--- config.mk ---
export PLATFORM = sky130hd
export DESIGN_NAME = rgb2ycbcr_cfg
export DESIGN_NICKNAME = d
export VERILOG_FILES = /design/src/rtl/rgb2ycbcr_cfg.sv
export SDC_FILE = /design/constraint.sdc
export NUM_CORES = 1
export LEC_CHECK = 0
export CORE_AREA = 2 2 252 254
export CTS_CLUSTER_DIAMETER = 60
export CTS_CLUSTER_SIZE = 30
export DETAILED_ROUTE_END_ITERATION = 12
export DIE_AREA = 0 0 254 256
export GPL_TIMING_DRIVEN = 0
export SYNTH_ARGS = -nofsm -noshare
export SYNTH_HDL_FRONTEND = slang
export SYNTH_SLANG_ARGS = --single-unit
--- constraint.sdc ---
create_clock -name clk -period 6.8 [get_ports clk]
set_input_delay 0.68 -clock clk [delete_from_list [all_inputs] [get_ports clk]]
set_output_delay 0.68 -clock clk [all_outputs]
set_load 0.005 [all_outputs]
--- src/rtl/rgb2ycbcr_cfg.sv ---
// rgb2ycbcr_cfg: mode-selectable RGB to YCbCr converter, 4-stage pipeline.
// The matrix is latched on vsync rise and carried alongside each sample.
module rgb2ycbcr_cfg #(
   parameter int R_W = 5,
   parameter int G_W = 6,
   parameter int B_W = 5
) (
   input  logic           clk,
   input  logic           rst,
   input  logic           pre_frame_vsync,
   input  logic           pre_frame_hsync,
   input  logic           pre_frame_de,
   input  logic [R_W-1:0] img_red,
   input  logic [G_W-1:0] img_green,
   input  logic [B_W-1:0] img_blue,
   input  logic [1:0]     mode_sel,
   output logic           ycbcr_vsync,
   output logic           ycbcr_hsync,
   output logic           ycbcr_de,
   output logic [7:0]     img_y,
   output logic [7:0]     img_cb,
   output logic [7:0]     img_cr,
   output logic [1:0]     ycbcr_mode
);

   typedef logic signed [8:0]  coef_t;
   typedef logic signed [17:0] prod_t;
   typedef logic signed [19:0] sum_t;

   // Row order Y, Cb, Cr; column order R, G, B.
   localparam coef_t K601F [9] = '{
      9'sd77, 9'sd150, 9'sd29,
      -9'sd43, -9'sd85, 9'sd128,
      9'sd128, -9'sd107, -9'sd21
   };
   localparam coef_t K709F [9] = '{
      9'sd54, 9'sd183, 9'sd18,
      -9'sd29, -9'sd99, 9'sd128,
      9'sd128, -9'sd116, -9'sd12
   };
   localparam coef_t K601S [9] = '{
      9'sd66, 9'sd129, 9'sd25,
      -9'sd38, -9'sd74, 9'sd112,
      9'sd112, -9'sd94, -9'sd18
   };
   localparam sum_t OFF_C = 20'sd32896;

   logic [7:0] r8, g8, b8;
   logic [3:0] vs_sr, hs_sr, de_sr;
   logic [1:0] active_mode, m1, m2, m3, m4;
   logic       vs_rise;
   logic [7:0] px [3];
   prod_t      p_q [9];
   sum_t       s_q [3];
   sum_t       off_y;
   coef_t      k [9];
   logic [7:0] y_q, cb_q, cr_q;

   if (R_W == 8) begin : g_r_full
      assign r8 = img_red;
   end else begin : g_r_rep
      assign r8 = {img_red, img_red[R_W-1 -: 8-R_W]};
   end

   if (G_W == 8) begin : g_g_full
      assign g8 = img_green;
   end else begin : g_g_rep
      assign g8 = {img_green, img_green[G_W-1 -: 8-G_W]};
   end

   if (B_W == 8) begin : g_b_full
      assign b8 = img_blue;
   end else begin : g_b_rep
      assign b8 = {img_blue, img_blue[B_W-1 -: 8-B_W]};
   end

   // vs_sr[0] doubles as the previous-vsync register for edge detect.
   assign vs_rise = pre_frame_vsync & ~vs_sr[0];

   always_ff @(posedge clk or posedge rst) begin
      if (rst) begin
         vs_sr       <= '0;
         hs_sr       <= '0;
         de_sr       <= '0;
         active_mode <= '0;
      end else begin
         vs_sr <= {vs_sr[2:0], pre_frame_vsync};
         hs_sr <= {hs_sr[2:0], pre_frame_hsync};
         de_sr <= {de_sr[2:0], pre_frame_de};
         if (vs_rise)
            active_mode <= (mode_sel == 2'd3) ? 2'd0 : mode_sel;
      end
   end

   always_comb begin
      k = K601F;
      unique case (m1)
         2'd1:    k = K709F;
         2'd2:    k = K601S;
         default: k = K601F;
      endcase
   end

   assign off_y = (m2 == 2'd2) ? 20'sd4224 : 20'sd128;

   function automatic logic [7:0] clamp8(input sum_t s);
      sum_t t;
      t = s >>> 8;
      if (t < 20'sd0)
         return 8'd0;
      else if (t > 20'sd255)
         return 8'd255;
      else
         return t[7:0];
   endfunction

   always_ff @(posedge clk or posedge rst) begin
      if (rst) begin
         for (int i = 0; i < 3; i++) px[i] <= '0;
         for (int i = 0; i < 9; i++) p_q[i] <= '0;
         for (int i = 0; i < 3; i++) s_q[i] <= '0;
         m1   <= '0;
         m2   <= '0;
         m3   <= '0;
         m4   <= '0;
         y_q  <= '0;
         cb_q <= '0;
         cr_q <= '0;
      end else begin
         px[0] <= r8;
         px[1] <= g8;
         px[2] <= b8;
         m1    <= active_mode;
         for (int i = 0; i < 9; i++)
            p_q[i] <= k[i] * $signed({1'b0, px[i%3]});
         m2 <= m1;
         s_q[0] <= p_q[0] + p_q[1] + p_q[2] + off_y;
         s_q[1] <= p_q[3] + p_q[4] + p_q[5] + OFF_C;
         s_q[2] <= p_q[6] + p_q[7] + p_q[8] + OFF_C;
         m3 <= m2;
         // Blank data on the same edge its de reaches the output stage.
         y_q  <= de_sr[2] ? clamp8(s_q[0]) : 8'd0;
         cb_q <= de_sr[2] ? clamp8(s_q[1]) : 8'd0;
         cr_q <= de_sr[2] ? clamp8(s_q[2]) : 8'd0;
         m4   <= m3;
      end
   end

   assign ycbcr_vsync = vs_sr[3];
   assign ycbcr_hsync = hs_sr[3];
   assign ycbcr_de    = de_sr[3];
   assign img_y       = y_q;
   assign img_cb      = cb_q;
   assign img_cr      = cr_q;
   assign ycbcr_mode  = m4;

endmodule

==> flow_summary.yaml <==
status:
  status: "complete, no violations"
clock_network:
  cts.path.max_buffers: 3
  cts_buffers: 28
  cts_tree: "yes"
  ctsRootBufferMaster: "clkbuf_16"
  clock_sinks: 246
  post-cts-setup-buffer-count: 0
  cts.reportedPaths.clkPinSlew_ps: 70
  cts-htree-levels: 1
  clock_latency_on_the_worst_skew_pair_ps: 580
sta:
  grt_setup_unrepaired: "true"
  layout_min_cycle_time_ps: 6503
  achievable-frequency_mhz: 153.8
  hold_violations: 0
  setup-tns-final_ps: 0
  timing.max_slew.rel_slack_pct: 27.23
  setup_viol_count_final: 0
  fin_clk_skew_ps: 16.18
  finalCritPeriodShare_pct: 95.63
  finalMaxSlewViolations: 0
  final.hold.worst_slack_ps: 348.3
  tightestPinTransition_ps: 1092
global_routing:
  global_route.usage.total_pct: 18.34
  antenna_found_initial: 1
  grt_pass1_wl_um: 93950
  grt_start_max_net_pins: 43
  number_of_global_route_vias_before_repair: 17778
  overflow_left_after_global_routing: 0
synthesis:
  synth_largest_area_cell: "dfrtp_1"
  synthesis.instances: 2398
  synth_area_per_cell_um2: 10.30
  synth_enable_flop_cells: 0
  synth.top_cells.by_area: "dfrtp_1, fa_1, ha_1, inv_1, xnor2_1"
  yosysWarnings: 0
  netlist_top_cells_count: "inv_1, ha_1, fa_1"
  netlist-cell-type-count: 67
  synth_seq_area_share_pct: 24.93
  synthArstFlopShare_pct: 100.0
  synth_top_cell_area_share_pct: 24.93
  mappedNetlistArea_mm2: 0.02469
  synth_top_flop_cell: "dfrtp_1"
  yosys_register_bits: 246
  most_frequent_cell_after_synthesis: "inv_1"
place:
  detailedPlacementHpwl_um: 46710
  io_buffer_count: 51
  post-place-cells: 3303
  finalWeightedCongestion: 0.8992
  postPlaceCellArea_mm2: 0.02639
setup_path:
  timing.setup.critical_path_class: "register to register"
  cell_with_the_biggest_individual_delay_on_the_critical_path: "clkbuf_1"
  timing.critical_path.from_type: "register"
  end_kind: "register"
  path_cells: "inv_1, ha_1, clkbuf_1, clkbuf_2, clkbuf_2, and2_1, fa_1, ha_1, inv_1, fa_1, fa_1, inv_1, ha_1, o21a_1, a21oi_1, o21ai_1, nand4_1, a31oi_1, nor4_1, or3_1"
  data_arrival_time_of_the_critical_path_ps: 6930
  critical_path_maximum_fanout: 10
  max_stage_delay_ps: 560
  cp_data_required_time_ps: 7220
routing:
  routed.top_layer: "met4"
  drt_pre_antenna_iters: 5
  met1_length_um: 25420
  detail_route.wirelength_um: 55800
  via_count_normalized_by_instance_count: 4.763
  routed-via-count: 15990
  detail_route.iter0.violations: 877
  ant_nets: 0
  dr_wl_met2_um: 27240
  drc: 0
  detailroute.wirelength.met3_um: 1831
  wl_per_cell_um: 16.62
final_layout:
  finish.net_count: 3222
  fraction_of_layout_instances_using_a_drive_strength_above_1_pct: 3.308
  register_area_mm2: 0.006156
  stdcell_count: 3357
  multi_input_comb_area_mm2: 0.01624
  design_area_mm2: 0.02740
  num-fill-cells: 6024
  area.growth.synth_to_final_pct: 10.98
floorplan:
  floorplan.initialDensity_pct: 39.57
  std_cell_core_area_mm2: 0.06239
  rows: 92
  dieArea_mm2: 0.06502
  die_height_um: 256
  io-pin-count: 52
  die_width_um: 254
hold_path:
  holdCritPathClass: "register to register"
run:
  max-cap-violations: 0
[per-stage QoR]
stage	util (%)	setup slack, ps
after detailed placement	42.30	-258.1
after global placement	42.10	-214.0
final	43.92	297.5
after floorplan	-	1680
after CTS	43.90	26.81
after global routing	43.91	-34.94
[registers in the layout, summed over array words and instances (netlist names)]
name and cells:
p_q 149, s_q 35, px 16, img_cb 8, img_cr 8, img_y 8
de_sr 4, hs_sr 4, vs_sr 4, active_mode 2, m1 2, m2 2
m3 2, ycbcr_mode 2
[critical path: cells and delay by family (launching register included)]
kind / cells / cell delay, ps
AO/OA/AOI/OAI: 4 / 890
adder cells (fa/ha/maj): 6 / 2370
buffers and inverters: 6 / 1670
flip-flops: 1 / 480
AND/OR/NAND/NOR: 4 / 930
[worst paths after layout]
path	endpoint	slack, ps	from	depth (start not counted)
max	p_q[35]	300	m1[0]	20
max reg2reg	p_q[35]	300	m1[0]	20
min reg2reg	de_sr[1]	350	de_sr[0]	0
max in group asynchronous	p_q[63]	5170	rst	5
min	de_sr[1]	350	de_sr[0]	0
min in group asynchronous	vs_sr[0]	490	rst	2
[metal layers]
layer,vias to the layer above,track usage (%)
li1,7728,-
met1,7969,24.73
met2,234,31.45
met3,59,1.881
met4,0,4.624
met5,-,0
[what timing repair did]
item                                    in CTS  in global routing
hold endpoints to repair                     0                  0
pin swaps                                    0                  0
gates resized for setup                      1                  4
endpoints found under the setup margin       5                  5
hold buffers                                 0                  0
[logic make-up (layout without fill, tap and decap cells)]
logic type               Yosys count  after routing  share of synthesized area (%)
buffers and inverters            614            723                          9.335
flip-flops                       246            246                          24.93
XOR/XNOR                         149            149                          5.286
AND/OR/NAND/NOR                  373            373                          7.480
adder cells (fa/ha/maj)          712            712                          44.84
AO/OA/AOI/OAI                    300            300                          8.013
multiplexers                       2              2                        0.08109
other                              2              6                        0.03042
[layout by cell type (no fill, tap or decap), types with 25 or more instances in the layout]
cell type        instances
nor2b_1                 34
ha_1                   424
o21ai_0                 34
a21o_1                  36
xor2_1                  47
inv_1                  581
o21a_1                  44
nand2b_1                25
clkdlybuf4s50_1         51
and2_1                  32
nor2_1                 105
clkbuf_1                30
dfrtp_1                246
fa_1                   288
nand2_1                 83
a21oi_1                 93
xnor2_1                102
clkbuf_16               28
[area by class of cell]
class	count	share of cell area [%]
flip-flops and latches	246	22.47
diodes	2	0.01827
inverters	582	7.987
well taps	846	3.863
clock inverters	22	1.032
plain buffers	32	0.4521
clock buffers	30	2.621
multi-input cells	1540	59.26
repair buffers	57	2.302
Power is not shown: default switching activity piles up to over one toggle a cycle in this logic, so the estimate is an artifact.
